### src/rtl/reset_sequencer.sv
// reset_sequencer: debounces the PLL lock flag and releases staged resets,
// peripherals first and then the CPU core. Any loss of lock re-asserts all
// resets and restarts the sequence.
// Optional feature macro RESET_SEQ_LOSS_COUNT_EN adds an 8-bit saturating
// lock_loss_count output.
module reset_sequencer #(
   parameter int SYNC_STAGES      = 2,    // 2..4
   parameter int LOCK_HOLD_CYCLES = 1024, // >= 1
   parameter int CPU_DELAY_CYCLES = 16    // >= 1
) (
   input  logic       clock,
   input  logic       reset,
   input  logic       locked,
   output logic       periph_reset,
   output logic       cpu_reset,
   output logic       ready,
   output logic [1:0] state
`ifdef RESET_SEQ_LOSS_COUNT_EN
   ,
   output logic [7:0] lock_loss_count
`endif
);

   localparam int MAX_CYC = (LOCK_HOLD_CYCLES > CPU_DELAY_CYCLES) ?
                            LOCK_HOLD_CYCLES : CPU_DELAY_CYCLES;
   localparam int CNT_W   = $clog2(MAX_CYC) + 1;
   localparam logic [CNT_W-1:0] HOLD_LAST  = CNT_W'(LOCK_HOLD_CYCLES - 1);
   localparam logic [CNT_W-1:0] DELAY_LAST = CNT_W'(CPU_DELAY_CYCLES - 1);

   typedef enum logic [1:0] {
      WAIT_LOCK = 2'd0,
      HOLD      = 2'd1,
      PERIPH    = 2'd2,
      RUN       = 2'd3
   } state_t;

   state_t                   state_q, state_d;
   logic [CNT_W-1:0]         cnt_q, cnt_d;
   logic [SYNC_STAGES-1:0]   sync_q;
   logic                     locked_sync;
   logic                     periph_rst_q, periph_rst_d;
   logic                     cpu_rst_q, cpu_rst_d;
   logic                     ready_q, ready_d;

   assign locked_sync = sync_q[SYNC_STAGES-1];

   // Shift the asynchronous lock flag through the synchronizer chain
   always_ff @(posedge clock or posedge reset) begin
      if (reset) sync_q <= '0;
      else       sync_q <= {sync_q[SYNC_STAGES-2:0], locked};
   end

   // Next-state, counter and registered-output decode
   always_comb begin
      state_d = state_q;
      cnt_d   = cnt_q + 1'b1;
      unique case (state_q)
         WAIT_LOCK: begin
            cnt_d = '0;
            if (locked_sync) state_d = HOLD;
         end
         HOLD: begin
            if (!locked_sync) begin
               state_d = WAIT_LOCK;
               cnt_d   = '0;
            end else if (cnt_q == HOLD_LAST) begin
               state_d = PERIPH;
               cnt_d   = '0;
            end
         end
         PERIPH: begin
            if (!locked_sync) begin
               state_d = WAIT_LOCK;
               cnt_d   = '0;
            end else if (cnt_q == DELAY_LAST) begin
               state_d = RUN;
               cnt_d   = '0;
            end
         end
         RUN: begin
            // counter is idle here; hold it at zero
            cnt_d = '0;
            if (!locked_sync) state_d = WAIT_LOCK;
         end
         default: begin
            state_d = WAIT_LOCK;
            cnt_d   = '0;
         end
      endcase
      // Outputs are a pure function of the next state so they change on the
      // same edge as the state and come straight from flops.
      periph_rst_d = (state_d == WAIT_LOCK) || (state_d == HOLD);
      cpu_rst_d    = (state_d != RUN);
      ready_d      = (state_d == RUN);
   end

   // State, counter and output registers
   always_ff @(posedge clock or posedge reset) begin
      if (reset) begin
         state_q      <= WAIT_LOCK;
         cnt_q        <= '0;
         periph_rst_q <= 1'b1;
         cpu_rst_q    <= 1'b1;
         ready_q      <= 1'b0;
      end else begin
         state_q      <= state_d;
         cnt_q        <= cnt_d;
         periph_rst_q <= periph_rst_d;
         cpu_rst_q    <= cpu_rst_d;
         ready_q      <= ready_d;
      end
   end

   assign periph_reset = periph_rst_q;
   assign cpu_reset    = cpu_rst_q;
   assign ready        = ready_q;
   assign state        = state_q;

`ifdef RESET_SEQ_LOSS_COUNT_EN
   logic [7:0] loss_q, loss_d;
   logic       loss_evt;

   // A lock drop out of any non-idle state is one loss event
   assign loss_evt = (state_q != WAIT_LOCK) && !locked_sync;

   // Saturating increment of the loss counter
   always_comb begin
      loss_d = loss_q;
      if (loss_evt && (loss_q != 8'hFF)) loss_d = loss_q + 8'd1;
   end

   // Loss counter register, cleared only by reset
   always_ff @(posedge clock or posedge reset) begin
      if (reset) loss_q <= 8'd0;
      else       loss_q <= loss_d;
   end

   assign lock_loss_count = loss_q;
`endif

endmodule

### config.mk
export PLATFORM = sky130hd
export DESIGN_NAME = reset_sequencer
export DESIGN_NICKNAME = d
export VERILOG_FILES = /design/src/rtl/reset_sequencer.sv
export SDC_FILE = /design/constraint.sdc
export NUM_CORES = 1
export LEC_CHECK = 0
export ABC_CLOCK_PERIOD_IN_PS = 2100
export CAP_MARGIN = 40
export CORE_UTILIZATION = 34
export CTS_CLUSTER_SIZE = 28
export DETAILED_ROUTE_END_ITERATION = 6
export GPL_ROUTABILITY_DRIVEN = 1
export PLACE_DENSITY_LB_ADDON = 0.25
export SYNTH_ARGS = -nofsm -noshare
export SYNTH_HDL_FRONTEND = slang
export SYNTH_SLANG_ARGS = --single-unit
### constraint.sdc
create_clock -name clock -period 2.1 [get_ports clock]
set_clock_uncertainty 0.2 [all_clocks]
set_input_delay 0.42 -clock clock [delete_from_list [all_inputs] [get_ports clock]]
set_output_delay 0.42 -clock clock [all_outputs]
set_load 0.02 [all_outputs]
==> flow_summary_export.csv, run 1 <==
group,metric,value,unit
power_and_ir_drop,clkPwrFrac,35.8,%
layout,diodes,0,
power_and_ir_drop,switching_share,21.7,%
worst_setup_path,max_stage_delay,0.59,ns
yosys,synth_top_area_share,47.2,%
status,outcome,"completed",
timing,setup_viol,0,
yosys,synth_area_leaders,"dfrtp_1 (47%), dfstp_2 (6.2%), xnor2_1 (5.2%), nor2_1 (4.9%), xor2_1 (3.1%)",
timing,fin_crit,2.04,ns
worst_setup_path,crit_path_start_kind,"flop",
yosys,synth_top_family_by_area,"simple AND/OR/NAND/NOR gates",
worst_setup_path,worst-path-buf-inv,1,
timing,rsz0062_at_grt,"false",
yosys,synth_most_common_cell,"dfrtp_1",
global_route,antenna_found_initial,0,
cts,cts_buffers,3,
timing,max-slew-margin-rel,74.7,%
power_and_ir_drop,pwr-share-seq,59.7,%
worst_setup_path,cpMaxStageDelayCell,"clkdlybuf4s50_1",
cts,clkLatencyLatePin,0.30,ns
yosys,yosys.area_share.adder,1.47,%
layout,multi_input_area,384,µm²
global_route,grt_pass1_vias,561,
layout,fill_cells,218,
power_and_ir_drop,vdd_drop_max,382,µV
layout,nets,92,
yosys,synthArstFlopShare,100,%
yosys,synthFlopType,"dfrtp_1",
route,first_pass_iters,3,
power_and_ir_drop,power_density,598,nW/µm²
yosys,synth-simple-area-share,26.5,%
worst_setup_path,r2r_cells,4,
worst_setup_path,path_class,"reg -> out",
floorplan,io_pins,8,
timing,max_freq,0.491,GHz
floorplan,core,2280,µm²
worst_setup_path,end_kind,"primary output",
cts,cts_root_buffer,"clkbuf_4",
route,vias,566,
yosys,yosys_register_bits,18,
worst_setup_path,cp_top_family,"buffers and inverters",
timing,drv_slew,0,
layout,drive_above_1_share,17.2,%
worst_setup_path,cp.arrival,1.42,ns
yosys,synth_compound_area_share,9.00,%
placement,hpwl,1010,µm
worst_setup_path,path_max_fanout,1,
timing,worst_pin_slew,0.377,ns
placement,port_buffers,7,
floorplan,start_util,37.3,%
power_and_ir_drop,power_frac_comb,4.5,%
yosys,syn-num-nets,79,
yosys,synth_mux_area_share,0,%
yosys,synth-xor-area-share,8.26,%
route,wl,1400,µm
global_route,grt_max_degree,19,
timing,hold_viol,0,
global_route,grt.total_usage,12.8,%
yosys,ys_seq_area_share,53.4,%
yosys,synth.distinct_cells,30,
layout,ff_latch_area,453,µm²
yosys,synth_area,848,µm²
hold_path,hold_path.class,"reg -> reg",
route,ant_nets,0,
cts,cts_setup_buffers,0,
worst_setup_path,path_depth,1,
route,vias_per_cell,4.92,
global_route,overflow,0,
cts,cts_buffer_depth,2,
floorplan,rows,17,
yosys,avgSynthCellArea,11.3,µm²
yosys,syn-instance-count,75,
cts,clock-sinks,18,
yosys,synth_top_area_cell,"dfrtp_1",
timing,period_share,97.0,%
floorplan,die-width,52.0,µm
power_and_ir_drop,p_total,0.598,mW
yosys,synth-edff-count,0,
layout,area_growth,17.8,%
power_and_ir_drop,p_leak,0.410,nW
hold_path,hold_path_depth,0,
yosys,yosysWarnings,0,
power_and_ir_drop,p_int,0.469,mW
power_and_ir_drop,power.switching,0.130,mW
route,drc,0,
worst_setup_path,crit_chain,"clkdlybuf4s50_1",
route,drtIter0Drc,3,
cts,cts_tree,"done",
yosys,yosys-top-cells-count,"dfrtp_1 (16), nor2_1 (11), nand2_1 (6), xnor2_1 (5), nand3_1 (4)",
cts,clk_pin_slew,0.10,ns
placement,gp_congestion,0.776,
timing,fin_tns_setup,0,ns
flow_run,max-cap-violations,0,
floorplan,die_area,2700,µm²
global_route,grt_pass1_wl,2470,µm
cts,htree_levels,1,
floorplan,dieHeight,52.0,µm
worst_setup_path,crit_required,1.48,ns
route,wire_per_inst,12.2,µm
cell type report:
class / count / share of cell area, %
Tap cell: 28 / 3.50
Sequential cell: 18 / 45.3
Inverter: 3 / 1.13
Clock buffer: 4 / 3.63
Multi-Input combinational cell: 54 / 38.4
Timing Repair Buffer: 8 / 8.01
what timing repair did:
item | 4_1_cts | 5_1_grt
endpoints found under the setup margin | 0 | 1
gates resized for setup | 0 | 1
hold buffers | 0 | 0
cell usage in the layout, fill, tap and decap left out, types with 3 or more instances in the layout:
cell / instances
clkdlybuf4s50_1: 6
nand3_1: 4
clkbuf_4: 3
nor2_1: 11
nand2_1: 6
dfrtp_1: 16
xnor2_1: 5
inv_1: 3
xor2_1: 3
power by group through the flow:
stage	Combinational (mW)	Clock [mW]	Sequential, mW
2_1_floorplan	0.0147	0	0.364
3_3_place_gp	0.0271	0	0.363
3_5_place_dp	0.0275	0	0.364
4_1_cts	0.0277	0.221	0.357
5_1_grt	0.0302	0.231	0.358
6_report	0.0270	0.214	0.357
flip-flops by register name, indices dropped and copies added (netlist names):
register / cells
cnt_q: 11
cpu_reset: 1
periph_reset: 1
ready: 1
state: 2
sync_q: 2
path summary, 6_finish.rpt:
check / from / endpoint / slack [ns]
setup / recovery: periph_reset$_DFF_PP1_ / periph_reset / 0.06
hold / removal: sync_q[0]$_DFF_PP0_ / sync_q[1]$_DFF_PP0_ / 0.16
setup reg to reg: cnt_q[5]$_DFF_PP0_ / cnt_q[10]$_DFF_PP0_ / 0.30
hold reg to reg: sync_q[0]$_DFF_PP0_ / sync_q[1]$_DFF_PP0_ / 0.16
max in group asynchronous: reset / cpu_reset$_DFF_PP1_ / 1.22
min in group asynchronous: reset / cnt_q[4]$_DFF_PP0_ / 0.21
kinds of logic (layout without fill, tap and decap cells):
kind of cell             Yosys count  in the layout
XOR/XNOR                           8              8
AO/OA/AOI/OAI                      9              9
buffers and inverters              3             15
flip-flops                        18             18
AND/OR/NAND/NOR                   36             36
adder cells (fa/ha/maj)            1              1
stage by stage:
step           worst slack (ns)  hold slack, ns  area (µm²)  std cells  util, %
4_1_cts                  0.0523           0.166         997        115     43.8
3_3_place_gp              0.338           0.132         961        111     42.2
5_1_grt                 0.00457           0.176        1000        115     43.9
2_1_floorplan             0.400           0.131         848         75        -
3_5_place_dp              0.299           0.142         961        111     42.2
6_report                 0.0630           0.162        1000        115     43.9
per-layer routing:
layer	share of wire, %	global-route usage [%]	vias up	wire, µm
li1	-	-	286	-
met2	44	18.8	8	609
met5	0	0	-	0
met1	51	16.3	268	710
met4	1.7	5.86	0	24
met3	3.9	5.26	4	54
Note: power is estimated with default switching activity, not from simulation.
==> run 2: changes to the inputs <==
--- a/config.mk
+++ b/config.mk
@@ -7,11 +7,13 @@
 export LEC_CHECK = 0
 export ABC_CLOCK_PERIOD_IN_PS = 2100
 export CAP_MARGIN = 40
+export CORE_ASPECT_RATIO = 1.1
 export CORE_UTILIZATION = 34
 export CTS_CLUSTER_SIZE = 28
 export DETAILED_ROUTE_END_ITERATION = 6
 export GPL_ROUTABILITY_DRIVEN = 1
 export PLACE_DENSITY_LB_ADDON = 0.25
+export SLEW_MARGIN = 20
 export SYNTH_ARGS = -nofsm -noshare
 export SYNTH_HDL_FRONTEND = slang
 export SYNTH_SLANG_ARGS = --single-unit
==> flow_summary_export.csv, run 2 (synthesis gave the netlist of run 1 again) <==
group,metric,value,unit
route,vias_per_cell,4.77,
hold_path,hold_path.class,"reg -> reg",
worst_setup_path,cp_top_family,"buffers and inverters",
worst_setup_path,crit_required,1.48,ns
worst_setup_path,path_depth,1,
cts,post_cts_resized,0,
timing,max-slew-margin-rel,73.3,%
worst_setup_path,path_class,"reg -> out",
timing,drv_slew,0,
placement,port_buffers,7,
global_route,grt_pass1_vias,493,
layout,diodes,0,
route,drtIter0Drc,8,
timing,period_share,96.2,%
global_route,antenna_found_initial,0,
floorplan,core,2300,µm²
layout,largest_reg_flops,11,
cts,cts_setup_buffers,0,
layout,drive_above_1_share,17.2,%
floorplan,die_area,2700,µm²
timing,fin_crit,2.02,ns
timing,rsz0062_at_grt,"false",
hold_path,hold_path_depth,0,
global_route,grt_max_degree,19,
worst_setup_path,max_stage_delay,0.59,ns
floorplan,io_pins,8,
route,vias,558,
worst_setup_path,cpMaxStageDelayCell,"clkdlybuf4s50_1",
layout,nets,92,
worst_setup_path,r2r_cells,5,
power_and_ir_drop,power_density,594,nW/µm²
timing,hold_viol,0,
cts,cts_root_buffer,"clkbuf_4",
layout,fin_cells,117,
timing,worst_pin_slew,0.398,ns
timing,max_freq,0.495,GHz
layout,fill_cells,236,
worst_setup_path,path_max_fanout,1,
floorplan,rows,18,
cts,cts_buffer_depth,2,
route,drc,0,
layout,area_growth,17.8,%
global_route,overflow,0,
cts,clk_pin_slew,0.09,ns
power_and_ir_drop,p_leak,0.391,nW
route,ant_nets,0,
cts,ctsHoldBuffers,0,
floorplan,die-width,49.6,µm
worst_setup_path,cp.arrival,1.40,ns
cts,cts_tree,"done",
layout,mostFrequentLayoutCells,"dfrtp_1 (16), nor2_1 (11), clkdlybuf4s50_1 (7)",
cts,clock-sinks,18,
route,wl,1310,µm
floorplan,start_util,36.9,%
placement,gp_congestion,0.745,
status,outcome,"completed",
floorplan,dieHeight,54.4,µm
timing,fin_tns_setup,0,ns
worst_setup_path,crit_path_start_kind,"flop",
placement,dp_cells,113,
global_route,grt.total_usage,11.3,%
worst_setup_path,crit_chain,"clkdlybuf4s50_1",
flow_run,max-cap-violations,0,
cts,htree_levels,1,
placement,hpwl,997,µm
power_and_ir_drop,vdd_drop_max,509,µV
cts,clkLatencyLatePin,0.29,ns
global_route,grt_pass1_wl,2210,µm
route,wire_per_inst,11.2,µm
layout,layout_commonest_cell,"dfrtp_1",
layout,finalCoreUtilization,43.5,%
worst_setup_path,end_kind,"primary output",
layout,top_register,"cnt_q",
timing,setup_viol,0,
cts,cts_buffers,3,
route,first_pass_iters,4,
worst_setup_path,worst-path-buf-inv,1,
-- run 2: cell count changes in the layout (fill, tap and decap cells not counted) --
cell             change
dlymetal6s2s_1       -1
clkdlybuf4s50_1      +1
-- run 2: per-stage QoR --
step	hold slack (ns)	setup WS (ns)	instance area, µm²	power [mW]
after floorplan	0.131	0.400	848	0.378
after global placement	0.132	0.339	963	0.390
after detailed placement	0.136	0.325	963	0.391
after CTS	0.159	0.0586	1000	0.604
after global routing	0.170	0.0131	1000	0.619
final	0.168	0.0805	1000	0.594
-- run 2: final cells by class --
type | instances | area [µm²] | share of cell area [%]
sequential | 18 | 453 | 45.3
multi-input combinational | 54 | 384 | 38.4
inverter | 3 | 11.3 | 1.13
clock buffer | 4 | 36.3 | 3.63
timing repair buffer | 8 | 77.6 | 7.76
tap | 30 | 37.5 | 3.75
-- run 2: worst paths after layout --
path / start / to / slack [ns]
min reg2reg: sync_q[0]$_DFF_PP0_ / sync_q[1]$_DFF_PP0_ / 0.17
max in group asynchronous: reset / periph_reset$_DFF_PP1_ / 1.20
max reg2reg: cnt_q[0]$_DFF_PP0_ / cnt_q[10]$_DFF_PP0_ / 0.33
max: cpu_reset$_DFF_PP1_ / cpu_reset / 0.08
min in group asynchronous: reset / state[0]$_DFF_PP0_ / 0.24
min: sync_q[0]$_DFF_PP0_ / sync_q[1]$_DFF_PP0_ / 0.17
-- run 2: layer usage --
layer	up-vias	share of wire, %	GRT usage [%]
li1	288	-	-
met1	261	48	14.2
met2	5	48	18.0
met3	4	1.8	1.67
met4	0	2.4	8.57
met5	-	0	0
-- run 2: worst reg2reg max path: cells and delay by family (launching register included) --
| family | cells | cell delay, ns |
|---|---|---|
| DFF | 1 | 0.42 |
| adders and majority gates | 1 | 0.25 |
| AOI/OAI and AO/OA | 2 | 0.31 |
| and+or+nand+nor | 2 | 0.54 |
-- run 2: report_power, final --
| part | internal [mW] | leakage (nW) | switching, mW |
|---|---|---|---|
| clock | 0.106 | 0.0210 | 0.105 |
| sequential | 0.351 | 0.237 | 0.00558 |
| combinational | 0.0116 | 0.133 | 0.0149 |
